### config.mk
export PLATFORM = sky130hd
export DESIGN_NAME = load_formatter
export DESIGN_NICKNAME = d
export VERILOG_FILES = /design/src/rtl/mem_pkg.sv /design/src/rtl/load_extend.sv /design/src/rtl/load_formatter.sv
export SDC_FILE = /design/constraint.sdc
export NUM_CORES = 1
export LEC_CHECK = 0
export CORE_MARGIN = 2
export CORE_UTILIZATION = 45
export DETAILED_ROUTE_END_ITERATION = 8
export PLACE_DENSITY = 0.71
export SETUP_SLACK_MARGIN = 0.5
export SYNTH_ARGS = -nofsm -noshare
export SYNTH_HDL_FRONTEND = slang
export SYNTH_HIERARCHICAL = 1
export SYNTH_SLANG_ARGS = --single-unit
### constraint.sdc
create_clock -name i_clock -period 3.9 [get_ports i_clock]
set_input_delay 0.78 -clock i_clock [delete_from_list [all_inputs] [get_ports i_clock]]
set_output_delay 0.78 -clock i_clock [all_outputs]
set_load 0.1 [all_outputs]
### src/rtl/mem_pkg.sv
// Shared definitions for the load path: access-size codes, skid-buffer
// state encoding and the default destination-tag width.
package mem_pkg;

    localparam logic [1:0] SIZE_BYTE   = 2'b00;
    localparam logic [1:0] SIZE_HALF   = 2'b01;
    localparam logic [1:0] SIZE_WORD   = 2'b10;
    localparam logic [1:0] SIZE_DOUBLE = 2'b11;

    localparam logic [1:0] ST_EMPTY = 2'd0;
    localparam logic [1:0] ST_ONE   = 2'd1;
    localparam logic [1:0] ST_FULL  = 2'd2;

    localparam int NB_TAG_DEF = 5;

endpackage

### src/rtl/load_extend.sv
// Combinational load formatting: picks the addressed byte lane(s), sign- or
// zero-extends to the register width and flags misaligned accesses.
module load_extend
    import mem_pkg::*;
#(
    parameter int NB_DATA   = 32,
    parameter int NB_MASK   = 2,
    parameter int NB_OFFSET = $clog2(NB_DATA / 8)
) (
    input  logic [NB_DATA-1:0]   i_dato,
    input  logic [NB_OFFSET-1:0] i_offset,
    input  logic [NB_MASK-1:0]   i_mascara,
    input  logic                 i_is_unsigned,
    output logic [NB_DATA-1:0]   o_dato,
    output logic                 o_misaligned
);

    logic [1:0]           w_code;
    logic [NB_OFFSET-1:0] w_lane_mask;
    logic [NB_DATA-1:0]   w_shift;
    logic [NB_DATA-1:0]   w_fmt;

    // A double-word load on a 32-bit datapath degrades to a word load.
    assign w_code = ((NB_DATA == 32) && (i_mascara[1:0] == SIZE_DOUBLE)) ?
                    SIZE_WORD : i_mascara[1:0];

    assign w_lane_mask  = NB_OFFSET'((32'd1 << w_code) - 32'd1);
    assign o_misaligned = |(i_offset & w_lane_mask);
    assign w_shift      = i_dato >> {i_offset, 3'b000};

    always_comb begin
        w_fmt = i_dato;
        case (w_code)
            SIZE_BYTE: w_fmt = i_is_unsigned ? NB_DATA'(w_shift[7:0])
                                             : NB_DATA'($signed(w_shift[7:0]));
            SIZE_HALF: w_fmt = i_is_unsigned ? NB_DATA'(w_shift[15:0])
                                             : NB_DATA'($signed(w_shift[15:0]));
            SIZE_WORD: w_fmt = i_is_unsigned ? NB_DATA'(w_shift[31:0])
                                             : NB_DATA'($signed(w_shift[31:0]));
            default:   w_fmt = i_dato;
        endcase
    end

    assign o_dato = o_misaligned ? '0 : w_fmt;

endmodule

### src/rtl/load_formatter.sv
// Pipelined load-data formatter: formats on the input side, then buffers
// results in an output register plus one skid register.
module load_formatter
    import mem_pkg::*;
#(
    parameter int NB_DATA   = 32,
    parameter int NB_MASK   = 2,
    parameter int NB_OFFSET = $clog2(NB_DATA / 8),
    parameter int NB_TAG    = NB_TAG_DEF
) (
    input  logic                 i_clock,
    input  logic                 i_reset,
    input  logic                 i_valid,
    output logic                 o_ready,
    input  logic [NB_DATA-1:0]   i_dato,
    input  logic [NB_OFFSET-1:0] i_offset,
    input  logic [NB_MASK-1:0]   i_mascara,
    input  logic                 i_is_unsigned,
    input  logic [NB_TAG-1:0]    i_tag,
    output logic                 o_valid,
    input  logic                 i_ready,
    output logic [NB_DATA-1:0]   o_dato,
    output logic [NB_TAG-1:0]    o_tag,
    output logic                 o_misaligned,
    output logic [1:0]           o_state
);

    // Handshake: a transfer happens on a rising edge where valid and ready
    // are both high; o_ready depends only on the buffer state register.
    logic [1:0]         r_state;
    logic [NB_DATA-1:0] r_out_dato, r_skid_dato;
    logic [NB_TAG-1:0]  r_out_tag, r_skid_tag;
    logic               r_out_mis, r_skid_mis;

    logic [NB_DATA-1:0] w_dato;
    logic               w_mis;
    logic               w_in;
    logic               w_out;

    load_extend #(
        .NB_DATA   (NB_DATA),
        .NB_MASK   (NB_MASK),
        .NB_OFFSET (NB_OFFSET)
    ) u_load_extend (
        .i_dato        (i_dato),
        .i_offset      (i_offset),
        .i_mascara     (i_mascara),
        .i_is_unsigned (i_is_unsigned),
        .o_dato        (w_dato),
        .o_misaligned  (w_mis)
    );

    assign o_ready = (r_state != ST_FULL);
    assign o_valid = (r_state != ST_EMPTY);
    assign w_in    = i_valid & o_ready;
    assign w_out   = o_valid & i_ready;

    always_ff @(posedge i_clock or negedge i_reset) begin
        if (!i_reset) begin
            r_state     <= ST_EMPTY;
            r_out_dato  <= '0;
            r_out_tag   <= '0;
            r_out_mis   <= 1'b0;
            r_skid_dato <= '0;
            r_skid_tag  <= '0;
            r_skid_mis  <= 1'b0;
        end else begin
            case (r_state)
                ST_EMPTY: begin
                    if (w_in) begin
                        r_out_dato <= w_dato;
                        r_out_tag  <= i_tag;
                        r_out_mis  <= w_mis;
                        r_state    <= ST_ONE;
                    end
                end
                ST_ONE: begin
                    if (w_in && w_out) begin
                        r_out_dato <= w_dato;
                        r_out_tag  <= i_tag;
                        r_out_mis  <= w_mis;
                    end else if (w_in) begin
                        r_skid_dato <= w_dato;
                        r_skid_tag  <= i_tag;
                        r_skid_mis  <= w_mis;
                        r_state     <= ST_FULL;
                    end else if (w_out) begin
                        r_state <= ST_EMPTY;
                    end
                end
                ST_FULL: begin
                    if (w_out) begin
                        r_out_dato <= r_skid_dato;
                        r_out_tag  <= r_skid_tag;
                        r_out_mis  <= r_skid_mis;
                        r_state    <= ST_ONE;
                    end
                end
                default: r_state <= ST_EMPTY;
            endcase
        end
    end

    assign o_dato       = r_out_dato;
    assign o_tag        = r_out_tag;
    assign o_misaligned = r_out_mis;
    assign o_state      = r_state;

endmodule

==> flow_metrics.tcl, run 1 <==
set metrics [dict create \
    grt_usage 0.189 \
    nets 447 \
    critical_path_class "in2reg" \
    htreeDepth 3 \
    ios 88 \
    synth_cell_types 35 \
    synth.yosys.seq_area_share 0.477 \
    cp.arrival_ns 3.13 \
    outcome "finished clean" \
    netlist_area_mm2 0.00409 \
    root_buffer "clkbuf_8" \
    first_global_vias 2851 \
    syn_inst 319 \
    core_mm2 0.00876 \
    dr.pass1.iters 4 \
    hpwl_um 6440 \
    end_kind "register" \
    ir_drop_v 0.000320 \
    groute.layer.met2.usage 0.313 \
    globalplace.congestion 0.832 \
    drt_wl_total_um 8930 \
    cts_tree "built" \
    grt_overflow 0 \
    start_kind "primary input" \
    grt_first_pass_wirelength_um 14600 \
    start_util 0.467 \
    relSlewSlack 0.334 \
    final_common_cell "mux2_2" \
    die_w_um 99.4 \
    syn-num-nets 365 \
    rsz0062_at_grt "no" \
    final_cell_mix "mux2_2, clkdlybuf4s50_1, dfrtp_1, nand2_1, a211oi_1" \
    insertion_delay_ns 0.34 \
    fin_crit_ns 2.89 \
    fin_worst_skew_ns 0.00789 \
    hold_viol_final 0 \
    hold_buffers 0 \
    row_count 34 \
    antenna_found_initial 0 \
    gr-usage-met1 0.259 \
    cts_setup_buffers 0 \
    min_path_type "reg2reg" \
    dieArea_mm2 0.00988 \
    cts.path.max_buffers 2 \
    num_antenna_cells 0 \
    setup_violations 0 \
    wl_per_cell_um 17.4 \
    drt_iter0_markers 101 \
    grt_max_degree 79 \
    place_ws_ns 0.686 \
    p_per_area_mw_per_mm2 663 \
    area_growth_pct 27.8 \
    fin_setup_tns_ns 0 \
    drv_cap 0 \
    syn_area_per_cell_um2 12.8 \
    post-route-period-util 0.742 \
    ant_nets 0 \
    gr-usage-met3 0.0281 \
    dieHeight_um 99.4 \
    io_buffers 87 \
    vias_per_cell 5.42 \
    cts_sinks 78 \
    fmax_ghz 0.346 \
    max_slew.worst_pin.slew_ns 0.996 \
    top_usage_layer "met2" \
    synth-seq-cells 78 \
    vias 2785 \
    cts_buffers 9 \
    worstPathRequired_ns 4.13 \
    maxSlewViolCount 0 \
    p_leak_nw 2.24 \
    drive_above_1_share 0.337 \
    yosysWarnings 6 \
    power_mw 3.47 \
    fillers 735 \
    path_clk_slew_ns 0.09 \
    cts_resized 0 \
    worst_slack_ns 1.01 \
    drc_errors 0 \
    crit_fanout 24 \
]
-- path summary, 6_finish.rpt --
check | depth (start not counted) | slack, ns | end | start
worst max register to register | 4 | 1.71 | o_dato[13] | o_state[1]
worst max-delay path | 7 | 1.01 | o_dato[1] | i_offset[1]
worst min register to register | 1 | 0.49 | r_skid_dato[13] | r_skid_dato[13]
min in group asynchronous | 1 | 0.57 | o_dato[16] | i_reset
worst min-delay path | 1 | 0.49 | r_skid_dato[13] | r_skid_dato[13]
max in group asynchronous | 1 | 2.68 | o_dato[10] | i_reset
-- cells in the mapped netlist --
| library cell | count | share of area |
|---|---|---|
| o211ai_1 | 1 | 0.0018 |
| a211oi_1 | 15 | 0.028 |
| o31ai_4 | 1 | 0.0052 |
| o21ai_2 | 1 | 0.0021 |
| xnor2_1 | 1 | 0.0021 |
| mux2_1 | 12 | 0.033 |
| mux2_4 | 2 | 0.0073 |
| nor2b_2 | 1 | 0.0021 |
| a22oi_1 | 7 | 0.013 |
| mux2i_1 | 9 | 0.022 |
| nand2b_1 | 2 | 0.0031 |
| o21ai_1 | 10 | 0.012 |
| nor3b_2 | 1 | 0.0031 |
| a32oi_2 | 1 | 0.0040 |
| o21ai_0 | 7 | 0.0086 |
| nand2_1 | 16 | 0.015 |
| nor3_1 | 1 | 0.0012 |
| nand3_1 | 1 | 0.0012 |
| or2_2 | 1 | 0.0015 |
| and3b_1 | 1 | 0.0021 |
| nor2b_1 | 10 | 0.015 |
| clkbuf_2 | 1 | 0.0012 |
| o22ai_1 | 1 | 0.0015 |
| nor2_1 | 5 | 0.0046 |
| mux2_2 | 102 | 0.28 |
| a211o_1 | 1 | 0.0021 |
| nand3b_1 | 3 | 0.0055 |
| inv_1 | 1 | 0.00092 |
| buf_2 | 13 | 0.016 |
| buf_4 | 1 | 0.0018 |
| dfrtp_1 | 78 | 0.48 |
| or2_0 | 1 | 0.0015 |
| a21oi_1 | 3 | 0.0037 |
| buf_6 | 7 | 0.019 |
| and2_1 | 1 | 0.0015 |
-- metal layers --
| layer | wire length [um] | vias to the layer above | part of all wire |
|---|---|---|---|
| li1 | - | 1325 | - |
| met1 | 4200 | 1388 | 0.47 |
| met2 | 4330 | 66 | 0.48 |
| met3 | 316 | 6 | 0.035 |
| met4 | 82 | 0 | 0.0092 |
| met5 | 0 | - | 0 |
-- registers in the layout (all words and copies together), names as in the netlist --
signal and flops:
o_tag 5, r_skid_mis 1, o_state 2, r_skid_dato 32, o_misaligned 1, o_dato 32
r_skid_tag 5
-- through the flow --
step	hold WS, ns	utilization	std cells	instance area, um^2
after floorplan	0.452	-	319	4090
after global placement	0.462	0.574	498	5030
after detailed placement	0.468	0.574	498	5030
after CTS	0.488	0.597	514	5230
after global routing	0.520	0.597	514	5230
final	0.486	0.597	514	5230
-- kinds of logic after synthesis --
family | synth area share
buf+inv | 0.0391
xor+xnor | 0.00214
flops | 0.477
mux | 0.343
simple gates | 0.0575
compound gates | 0.0816
-- critical path, stage by stage --
cell and delay [ns]:
clkdlybuf4s50_1 0.59, buf_4 0.34, a21oi_1 0.15, nor2_1 0.51, a211oi_1 0.19, mux2_2 0.30
mux2_2 0.26
-- area by class of cell --
class / instances / area [um^2] / share of cell area
clock buffers: 9 / 124 / 0.0237
clock inverters: 7 / 80.1 / 0.0153
inverters: 1 / 3.75 / 0.000717
multi-input cells: 218 / 2000 / 0.383
flip-flops and latches: 78 / 1950 / 0.373
well taps: 108 / 135 / 0.0258
repair buffers: 93 / 936 / 0.179
-- power by group --
part	total (mW)	switching [mW]	internal [mW]
clock network	0.619	0.316	0.302
registers	1.17	0.119	1.05
logic	1.68	1.15	0.525
Note: power is estimated with default switching activity, not from simulation.
==> inputs of run 2 (changes only) <==
clock period = 2.8 ns   (was 3.9 ns; I/O delays follow)
==> run 2 against run 1 <==
Sequential power grew 40%. Routed wire length increased by 3.6%. Sequential share of layout area is 0.59 points lower.
==> flow_metrics.tcl, run 2 (same netlist as run 1, synthesis figures left out) <==
set metrics [dict create \
    p_leak_nw 2.41 \
    die_w_um 99.4 \
    rsz0062_at_grt "no" \
    holdWs_ns 0.229 \
    io_buffers 87 \
    vias_per_cell 5.44 \
    path_clk_slew_ns 0.08 \
    dieHeight_um 99.4 \
    worst_slack_ns 0.567 \
    grt_overflow 0 \
    cts_tree "built" \
    htreeDepth 3 \
    dieArea_mm2 0.00988 \
    final_common_cell "mux2_2" \
    ant_nets 0 \
    relSlewSlack 0.557 \
    area_growth_pct 30.0 \
    worstSetupStartpoint "i_dato[31]" \
    p_per_area_mw_per_mm2 918 \
    cts_buffers 9 \
    drt_wl_total_um 9250 \
    drc_errors 0 \
    outcome "finished clean" \
    drt_iter0_markers 62 \
    layout.cells.non_filler 528 \
    row_count 34 \
    first_global_vias 2938 \
    antenna_found_initial 0 \
    hold_buffers 0 \
    cts.path.max_buffers 2 \
    dr.pass1.iters 4 \
    placed_cells 512 \
    cts_setup_buffers 0 \
    hpwl_um 6660 \
    place_ws_ns -0.00813 \
    cts_sinks 78 \
    start_kind "primary input" \
    drive_above_1_share 0.469 \
    worstPathRequired_ns 3.03 \
    grt_usage 0.195 \
    post-route-period-util 0.798 \
    root_buffer "clkbuf_8" \
    grt_first_pass_wirelength_um 15100 \
    ios 88 \
    power_mw 4.89 \
    end_kind "register" \
    fmax_ghz 0.448 \
    r2r_start "o_state[0]" \
    drv_cap 0 \
    ir_drop_v 0.000417 \
    final_cell_mix "mux2_2, dfrtp_1, buf_4, clkdlybuf4s50_1, nand2_1" \
    num_antenna_cells 0 \
    setup_violations 0 \
    insertion_delay_ns 0.34 \
    critical_path_class "in2reg" \
    post-route-util 0.608 \
    crit_fanout 15 \
    wl_per_cell_um 17.5 \
    start_util 0.467 \
    nets 461 \
    fin_worst_skew_ns 0.00604 \
    grt_max_degree 50 \
    maxSlewViolCount 0 \
    core_mm2 0.00876 \
    vias 2874 \
    globalplace.congestion 0.803 \
    max_slew.worst_pin.slew_ns 0.664 \
    fin_crit_ns 2.23 \
    cp.arrival_ns 2.46 \
    min_path_type "in2async" \
    hold_viol_final 0 \
]
run 2: cell types whose count changed in the layout (fill, tap and decap cells not counted), sizes merged, moves of 3 or more:
| cell | change |
|---|---|
| dlymetal6s2s | +3 |
| inv | -3 |
| clkdlybuf4s50 | -45 |
| buf | +55 |
run 2: power breakdown:
part | switching (mW) | total [mW] | internal, mW
registers | 0.175 | 1.64 | 1.47
logic | 1.62 | 2.31 | 0.691
clock network | 0.414 | 0.937 | 0.523
total | 2.20 | 4.89 | 2.68
run 2: critical path: stages:
cell	delay (ns)
clkdlybuf4s50_1	0.46
mux2_4	0.32
nor2_1	0.19
buf_4	0.25
o21ai_0	0.15
mux2_2	0.28
mux2_2	0.26
run 2: path summary, 6_finish.rpt:
| kind | endpoint | slack, ns | cells after the start |
|---|---|---|---|
| max in group asynchronous | o_dato[16] | 1.95 | 2 |
| worst min register to register | r_skid_dato[13] | 0.49 | 1 |
| worst max-delay path | o_dato[16] | 0.57 | 7 |
| min in group i_clock | r_skid_dato[13] | 0.49 | 1 |
| worst min-delay path | o_dato[7] | 0.23 | 1 |
| worst max register to register | r_skid_dato[31] | 0.98 | 4 |
run 2: metal layers:
metal	share of wire	global-route usage
met1	0.48	0.279
met2	0.47	0.302
met3	0.045	0.0323
met4	0.013	0.0653
met5	0	0
run 2: cell type report:
type	count	area, um^2
multi-input combinational	218	2030
sequential	78	1950
clock inverter	6	85.1
fill	705	3440
inverter	1	7.51
clock buffer	10	138
timing repair buffer	107	977
tap	108	135
run 2: per-stage QoR:
| stage | setup TNS [ns] | area, um^2 |
|---|---|---|
| 2_1_floorplan | 0 | 4100 |
| 3_3_place_gp | 0 | 5060 |
| 5_1_grt | 0 | 5320 |
| 6_report | 0 | 5320 |
| 3_5_place_dp | -0.0110 | 5060 |
| 4_1_cts | 0 | 5310 |
run 2: repair_timing:
action,4_1_cts,5_1_grt
gates cloned,0,0
endpoints found under the setup margin,28,21
resized for setup,6,4
pin swaps,0,1
